File: src/rtl/channel_decimator_pkg.sv
// rtl/channel_decimator_pkg.sv - shared defaults, types and width helper for the channel decimator
//
// Purpose : default sample/channel widths, sample and channel typedefs, and the
//           accumulator width helper used by the decimator and its channel bank.
// Ports   : none (package).
package decim_pkg;

  localparam int DEF_DATA_W = 24;
  localparam int DEF_CH_W   = 3;

  typedef logic signed [DEF_DATA_W-1:0] sample_t;
  typedef logic        [DEF_CH_W-1:0]   chan_t;

  // A window of 2^decim_log2 samples needs decim_log2 guard bits above the
  // sample width, so the running sum can never wrap.
  function automatic int acc_width(input int decim_log2, input int data_w = DEF_DATA_W);
    return data_w + decim_log2;
  endfunction

endpackage

File: src/rtl/channel_decimator_if.sv
// rtl/channel_decimator_if.sv - stream bundle (tdata/tuser/tlast/tvalid/tready) for the decimator
//
// Purpose : one AXI-Stream style link carrying a signed sample, its channel
//           index and a frame-end marker.
// Ports   : none; modports
//           master - drives tdata, tuser, tlast, tvalid; samples tready
//           slave  - samples tdata, tuser, tlast, tvalid; drives tready
interface channel_decimator_if #(
  parameter int DATA_W = 24,
  parameter int CH_W   = 3
) ();

  logic signed [DATA_W-1:0] tdata;
  logic [CH_W-1:0]          tuser;
  logic                     tlast;
  logic                     tvalid;
  logic                     tready;

  modport master (output tdata, output tuser, output tlast, output tvalid, input tready);
  modport slave  (input tdata, input tuser, input tlast, input tvalid, output tready);

endinterface

File: src/rtl/channel_decimator_chan_bank.sv
// rtl/channel_decimator_chan_bank.sv - per-channel accumulator/counter/sticky-last register file
//
// Purpose : holds acc, cnt and lst for every channel; one combinational read
//           port and one synchronous write port, both indexed by channel.
// Ports   : clk, rst             - clock, asynchronous active-high reset
//           rd_idx               - channel to read
//           rd_acc/rd_cnt/rd_lst - state of channel rd_idx (combinational)
//           wr_en, wr_idx        - write strobe and channel
//           wr_acc/wr_cnt/wr_lst - new state for channel wr_idx
module decim_chan_bank
  import decim_pkg::*;
#(
  parameter int DECIM_LOG2 = 4,
  parameter int CH_W       = DEF_CH_W,
  parameter int DATA_W     = DEF_DATA_W,
  localparam int ACC_W     = acc_width(DECIM_LOG2, DATA_W),
  localparam int CNT_W     = (DECIM_LOG2 > 0) ? DECIM_LOG2 : 1
) (
  input  logic                    clk,
  input  logic                    rst,
  input  logic [CH_W-1:0]         rd_idx,
  output logic signed [ACC_W-1:0] rd_acc,
  output logic [CNT_W-1:0]        rd_cnt,
  output logic                    rd_lst,
  input  logic                    wr_en,
  input  logic [CH_W-1:0]         wr_idx,
  input  logic signed [ACC_W-1:0] wr_acc,
  input  logic [CNT_W-1:0]        wr_cnt,
  input  logic                    wr_lst
);

  localparam int NCH = 1 << CH_W;

  logic signed [ACC_W-1:0] acc [NCH];
  logic [CNT_W-1:0]        cnt [NCH];
  logic                    lst [NCH];

  assign rd_acc = acc[rd_idx];
  assign rd_cnt = cnt[rd_idx];
  assign rd_lst = lst[rd_idx];

  always_ff @(posedge clk or posedge rst) begin
    if (rst) begin
      for (int i = 0; i < NCH; i++) begin
        acc[i] <= '0;
        cnt[i] <= '0;
        lst[i] <= 1'b0;
      end
    end else if (wr_en) begin
      acc[wr_idx] <= wr_acc;
      cnt[wr_idx] <= wr_cnt;
      lst[wr_idx] <= wr_lst;
    end
  end

endmodule

File: src/rtl/channel_decimator.sv
// rtl/channel_decimator.sv - multi-channel accumulate-and-dump decimator (window mean per channel)
//
// Purpose : sums 2^DECIM_LOG2 consecutive samples per channel (channel given by
//           tuser) and emits their mean on a one-entry output register.
//           DECIM_LOG2 = 0 passes samples through unchanged.
//           Build macro DECIM_ROUND_EN: round half up instead of truncating.
// Ports   : s_axis_aclk - clock
//           s_axis_arst - asynchronous active-high reset
//           s_axis      - input stream  (slave):  tdata sample, tuser channel, tlast frame end
//           m_axis      - output stream (master): tdata window mean, tuser channel,
//                         tlast set if any sample of the window carried tlast
module channel_decimator
  import decim_pkg::*;
#(
  parameter int DECIM_LOG2 = 4,
  parameter int CH_W       = DEF_CH_W,
  parameter int DATA_W     = DEF_DATA_W
) (
  input  logic                 s_axis_aclk,
  input  logic                 s_axis_arst,
  channel_decimator_if.slave   s_axis,
  channel_decimator_if.master  m_axis
);

  localparam int ACC_W = acc_width(DECIM_LOG2, DATA_W);
  localparam int CNT_W = (DECIM_LOG2 > 0) ? DECIM_LOG2 : 1;
  localparam int N     = 1 << DECIM_LOG2;

`ifdef DECIM_ROUND_EN
  // Half an LSB of the mean; zero when DECIM_LOG2 = 0 so pass-through is exact.
  localparam logic signed [ACC_W-1:0] ROUND_BIAS = ACC_W'((1 << DECIM_LOG2) >> 1);
`else
  localparam logic signed [ACC_W-1:0] ROUND_BIAS = '0;
`endif

  logic signed [ACC_W-1:0]  rd_acc;
  logic [CNT_W-1:0]         rd_cnt;
  logic                     rd_lst;
  logic                     wr_en;
  logic signed [ACC_W-1:0]  wr_acc;
  logic [CNT_W-1:0]         wr_cnt;
  logic                     wr_lst;

  logic                     s_ready;
  logic                     accept;
  logic                     complete;
  logic signed [ACC_W-1:0]  x_ext;
  logic signed [ACC_W-1:0]  sum;
  logic signed [ACC_W-1:0]  biased;
  logic signed [DATA_W-1:0] mean;
  logic                     last_any;

  logic signed [DATA_W-1:0] out_data;
  logic [CH_W-1:0]          out_user;
  logic                     out_last;
  logic                     out_valid;

  decim_chan_bank #(
    .DECIM_LOG2 (DECIM_LOG2),
    .CH_W       (CH_W),
    .DATA_W     (DATA_W)
  ) u_bank (
    .clk    (s_axis_aclk),
    .rst    (s_axis_arst),
    .rd_idx (s_axis.tuser),
    .rd_acc (rd_acc),
    .rd_cnt (rd_cnt),
    .rd_lst (rd_lst),
    .wr_en  (wr_en),
    .wr_idx (s_axis.tuser),
    .wr_acc (wr_acc),
    .wr_cnt (wr_cnt),
    .wr_lst (wr_lst)
  );

  // The output register can take a new value whenever it is empty or being
  // drained in this same cycle.
  assign s_ready  = !out_valid || m_axis.tready;
  assign accept   = s_axis.tvalid && s_ready;

  assign x_ext    = ACC_W'(s_axis.tdata);
  assign sum      = rd_acc + x_ext;
  assign last_any = rd_lst || s_axis.tlast;
  assign complete = (rd_cnt == CNT_W'(N - 1));

  // The guard bits keep the biased sum in range, and after the shift the
  // mean is back inside the sample range, so the narrowing cast is lossless.
  assign biased   = sum + ROUND_BIAS;
  assign mean     = DATA_W'(biased >>> DECIM_LOG2);

  always_comb begin
    wr_en  = accept;
    wr_acc = sum;
    wr_cnt = rd_cnt + CNT_W'(1);
    wr_lst = last_any;
    if (complete) begin
      wr_acc = '0;
      wr_cnt = '0;
      wr_lst = 1'b0;
    end
  end

  always_ff @(posedge s_axis_aclk or posedge s_axis_arst) begin
    if (s_axis_arst) begin
      out_valid <= 1'b0;
      out_data  <= '0;
      out_user  <= '0;
      out_last  <= 1'b0;
    end else if (accept && complete) begin
      out_valid <= 1'b1;
      out_data  <= mean;
      out_user  <= s_axis.tuser;
      out_last  <= last_any;
    end else if (m_axis.tready) begin
      out_valid <= 1'b0;
    end
  end

  assign s_axis.tready = s_ready;
  assign m_axis.tvalid = out_valid;
  assign m_axis.tdata  = out_data;
  assign m_axis.tuser  = out_user;
  assign m_axis.tlast  = out_last;

endmodule

File: src/flat_wrapper.sv
// flat-port wrapper written by rule: the top's interface ports become plain ports
module channel_decimator_flat import decim_pkg::*;
#(
  parameter int DECIM_LOG2 = 4,
  parameter int CH_W       = DEF_CH_W,
  parameter int DATA_W     = DEF_DATA_W
)
  (s_axis_aclk, s_axis_arst, s_axis_tdata, s_axis_tuser, s_axis_tlast, s_axis_tvalid, s_axis_tready, m_axis_tdata, m_axis_tuser, m_axis_tlast, m_axis_tvalid, m_axis_tready);
  channel_decimator_if #(.DATA_W(DATA_W), .CH_W(CH_W)) s_axis_i ();
  channel_decimator_if #(.DATA_W(DATA_W), .CH_W(CH_W)) m_axis_i ();
  input  logic s_axis_aclk;
  input  logic s_axis_arst;
  input wire logic [$bits(s_axis_i.tdata)-1:0] s_axis_tdata;
  input wire logic [$bits(s_axis_i.tuser)-1:0] s_axis_tuser;
  input wire logic [$bits(s_axis_i.tlast)-1:0] s_axis_tlast;
  input wire logic [$bits(s_axis_i.tvalid)-1:0] s_axis_tvalid;
  output wire logic [$bits(s_axis_i.tready)-1:0] s_axis_tready;
  output wire logic [$bits(m_axis_i.tdata)-1:0] m_axis_tdata;
  output wire logic [$bits(m_axis_i.tuser)-1:0] m_axis_tuser;
  output wire logic [$bits(m_axis_i.tlast)-1:0] m_axis_tlast;
  output wire logic [$bits(m_axis_i.tvalid)-1:0] m_axis_tvalid;
  input wire logic [$bits(m_axis_i.tready)-1:0] m_axis_tready;
  assign s_axis_i.tdata = s_axis_tdata;
  assign s_axis_i.tuser = s_axis_tuser;
  assign s_axis_i.tlast = s_axis_tlast;
  assign s_axis_i.tvalid = s_axis_tvalid;
  assign s_axis_tready = s_axis_i.tready;
  assign m_axis_tdata = m_axis_i.tdata;
  assign m_axis_tuser = m_axis_i.tuser;
  assign m_axis_tlast = m_axis_i.tlast;
  assign m_axis_tvalid = m_axis_i.tvalid;
  assign m_axis_i.tready = m_axis_tready;
  channel_decimator #(.DECIM_LOG2(DECIM_LOG2), .CH_W(CH_W), .DATA_W(DATA_W)) u_core (.s_axis_aclk(s_axis_aclk), .s_axis_arst(s_axis_arst), .s_axis(s_axis_i), .m_axis(m_axis_i));
endmodule
File: config.mk
export PLATFORM = sky130hd
export DESIGN_NAME = channel_decimator_flat
export DESIGN_NICKNAME = d
export VERILOG_FILES = /design/src/rtl/channel_decimator_pkg.sv /design/src/rtl/channel_decimator_if.sv /design/src/rtl/channel_decimator_chan_bank.sv /design/src/rtl/channel_decimator.sv /design/src/flat_wrapper.sv
export SDC_FILE = /design/constraint.sdc
export NUM_CORES = 1
export LEC_CHECK = 0
export ABC_CLOCK_PERIOD_IN_PS = 25900
export BUFFER_PORTS_ARGS = -buffer_cell sky130_fd_sc_hd__buf_4
export CAP_MARGIN = 40
export CORE_AREA = 2 2 197 151
export CTS_CLUSTER_SIZE = 24
export DETAILED_ROUTE_END_ITERATION = 10
export DIE_AREA = 0 0 199 153
export PLACE_DENSITY = 0.77
export SLEW_MARGIN = 20
export SYNTH_ARGS = -nofsm -noshare
export SYNTH_HDL_FRONTEND = slang
export SYNTH_SLANG_ARGS = --single-unit
File: constraint.sdc
create_clock -name s_axis_aclk -period 25.9 [get_ports s_axis_aclk]
set_input_delay 3.885 -clock s_axis_aclk [delete_from_list [all_inputs] [get_ports s_axis_aclk]]
set_output_delay 3.885 -clock s_axis_aclk [all_outputs]
set_load 0.05 [all_outputs]
==> summary.md <==
| Metric | Value |
|---|---|
| # resized after CTS | 0 |
| Post-synth top flop | dfrtp_1 |
| Combinational Power Share | 0.352 |
| Clk pin slew, worst setup/hold paths | 0.06 ns |
| DRT iter0 DRCs | 1249 |
| Power Density | 116 nW/um^2 |
| Tcrit/Tclk final | 0.318 |
| Setup_tns | 0 ns |
| R2r startpoint | u_core.u_bank.acc[197] |
| Cells after DPL | 1719 |
| Layout area overhead | 13.5% |
| H-tree depth | 1 |
| Endpoint class of the critical path | output port |
| Maximum number of pins on one net before global-route repair | 109 |
| Final antenna-violating net count | 0 |
| Sequential share of the synthesized area | 0.520 |
| Hold Buf Count CTS | 0 |
| VDD IR max | 66.6 uV |
| Die area | 30400 sq um |
| Slew Viols, Final | 0 |
| Post-synth EDFFs | 0 |
| Fin crit period | 8.23 ns |
| Overflow after GRT | 0 |
| LEAKAGE | 0.00715 uW |
| Worst setup path class | in2out |
| Yosys reg bits | 293 |
| Post-CTS setup repair buffer count | 0 |
| Startpoint types | input pin |
| # rows | 54 |
| Slowest-stage cell, CP | buf_4 |
| Commonest cells after routing, fill and taps aside | dfrtp_1 (293), nand2_1 (198), o21ai_0 (99), a22oi_1 (93), buf_4 (84) |
| Vias in the first global route | 11200 |
| CP Buf/Inv Count | 2 |
| Clock power share | 0.237 |
| Crit Path Max Fanout | 3 |
| CTS Sinks | 293 |
| Die width | 199 um |
| Initial Util | 0.493 |
| Internal power | 1170 uW |
| Max Fclk | 121 MHz |
| Post-DP HPWL | 25100 um |
| Psw | 694 uW |
| CTS tree | yes |
| CTS buffer count | 31 |
| GPL Wtd Cong | 0.945 |
| Nets | 1424 |
| Mean Syn Cell Area | 10.6 sq um |
| First-pass GRT wire length | 63900 um |
| Layout cells sized above 1 | 0.172 |
| Diodes inserted | 0 |
| Yosys cell types | 67 |
| Tightest Pin Transition | 0.875 ns |
| Status | finished, final reports clean |
| Io pins | 62 |
| Hold Startpoint | u_core.u_bank.acc[157] |
| Max-slew headroom | 0.402 |
| Via/cell ratio | 6.46 |
| Gr usage total | 0.271 |
| Launch point of the worst path | m_axis_tready |
| Net Sw Frac | 0.373 |
| Synth Instances | 1332 |
| Chip Height | 153 um |
| Asr flop ratio synth | 1.00 |
| Final non-filler cell total | 1777 |
| Via count | 11500 |
| DRC viols | 0 |
| Synthesized cell area | 14100 sq um |
| Routed length per instance | 22.9 um |
| Setup Viol. Count Final | 0 |
| RSZ-0062 raised after global routing | no |
| Root Driver | clkbuf_16 |
| Most common cell after layout, fill and taps aside | dfrtp_1 |
| Power, Total | 1860 uW |
| Worst EP required | 22.01 ns |
| CP arrival | 4.35 ns |
| Top cell by count, worst path | buf_4 |
| Clock buffer depth | 3 |
| Final Hold Viols | 0 |
| CP delay by family, top | buffers and inverters |
| Port-buffer cells | 61 |
| Initial antenna violation count | 0 |
| CORE AREA | 28600 sq um |
| Sequential fraction of design power | 0.411 |
| Crit-path cells | buf_4 > nand2b_1 > buf_4 |
| Reg2reg setup slack | 22.15 ns |
| Clock Latency Late Sink | 0.56 ns |
| Max-capacitance violation count | 0 |
| Synthesized net count | 1393 |
| Pre-antenna DRT Iters | 6 |
| Post-Route WL | 40700 um |
| Yosys warns | 0 |
| Worst Hold Class | reg2reg |
| Clk_skew | 0.0129 ns |
| Slowest stage delay, CP | 0.20 ns |
[state kept, by name, summed over array words and instances, names as in the netlist]
register and flops:
u_core.u_bank.cnt 32, u_core.m_axis.tvalid 1, u_core.m_axis.tlast 1, u_core.m_axis.tuser 3
u_core.u_bank.acc 224, u_core.m_axis.tdata 24, u_core.u_bank.lst 8
[power by group through the flow]
stage | clock network (uW) | registers, uW | logic [uW]
after floorplan | 0 | 744 | 468
after global placement | 0 | 754 | 607
after detailed placement | 0 | 766 | 636
after CTS | 444 | 760 | 642
after global routing | 465 | 784 | 720
final | 441 | 763 | 655
[per-stage QoR]
| step | setup slack [ns] | hold slack (ns) | instance area (sq um) | utilization |
|---|---|---|---|---|
| after floorplan | 13.92 | 0.442 | 14100 | - |
| after global placement | 17.61 | 0.456 | 14900 | 0.520 |
| after detailed placement | 17.60 | 0.467 | 15000 | 0.524 |
| after CTS | 17.67 | 0.480 | 16000 | 0.559 |
| after global routing | 17.64 | 0.492 | 16000 | 0.560 |
| final | 17.67 | 0.477 | 16000 | 0.560 |
[Yosys cell counts, types with 24 or more instances]
library cell / number / area (sq um)
nor2_1: 41 / 154
a22oi_1: 93 / 698
ha_1: 28 / 350
nand3_1: 24 / 120
o31ai_1: 59 / 443
a21oi_1: 33 / 165
mux2_2: 59 / 664
dfrtp_1: 293 / 7330
a22o_1: 60 / 526
o21ai_0: 99 / 495
clkbuf_1: 75 / 282
nand4_1: 27 / 169
nand2_1: 207 / 777
[final timing paths]
check	endpoint	cells after the start
worst max-delay path	s_axis_tready	3
worst min-delay path	u_core.u_bank.acc[157]	2
worst max register to register	u_core.u_bank.acc[12]	10
worst min register to register	u_core.u_bank.acc[157]	2
max in group asynchronous	u_core.m_axis.tdata[22]	5
min in group asynchronous	u_core.u_bank.acc[121]	2
[tightest hold or removal path, stage by stage (launching register included)]
cell and delay (ns):
dfrtp_1 0.34, nand2_1 0.05, o31ai_1 0.05
[cell type report]
class | instances | area [sq um]
clock inverter | 9 | 101
multi-input combinational | 936 | 6390
tap | 392 | 490
timing repair buffer | 91 | 738
fill | 2445 | 12600
clock buffer | 46 | 902
sequential | 293 | 7330
inverter | 10 | 45.0
[logic make-up after synthesis]
| family | count (synthesis) | share of synthesized area |
|---|---|---|
| mux | 89 | 0.0737 |
| fa+ha+maj | 29 | 0.0263 |
| xor+xnor | 14 | 0.00923 |
| simple gates | 361 | 0.116 |
| compound gates | 443 | 0.224 |
| buf+inv | 103 | 0.0301 |
| flops | 293 | 0.520 |
[layer usage]
metal	up-vias	global-route usage	wire length, um
li1	5039	-	-
met1	5746	0.395	17500
met2	612	0.409	18200
met3	84	0.0644	3980
met4	0	0.0665	1040
met5	-	0	0
No activity file was read; power rests on OpenSTA's default activity.
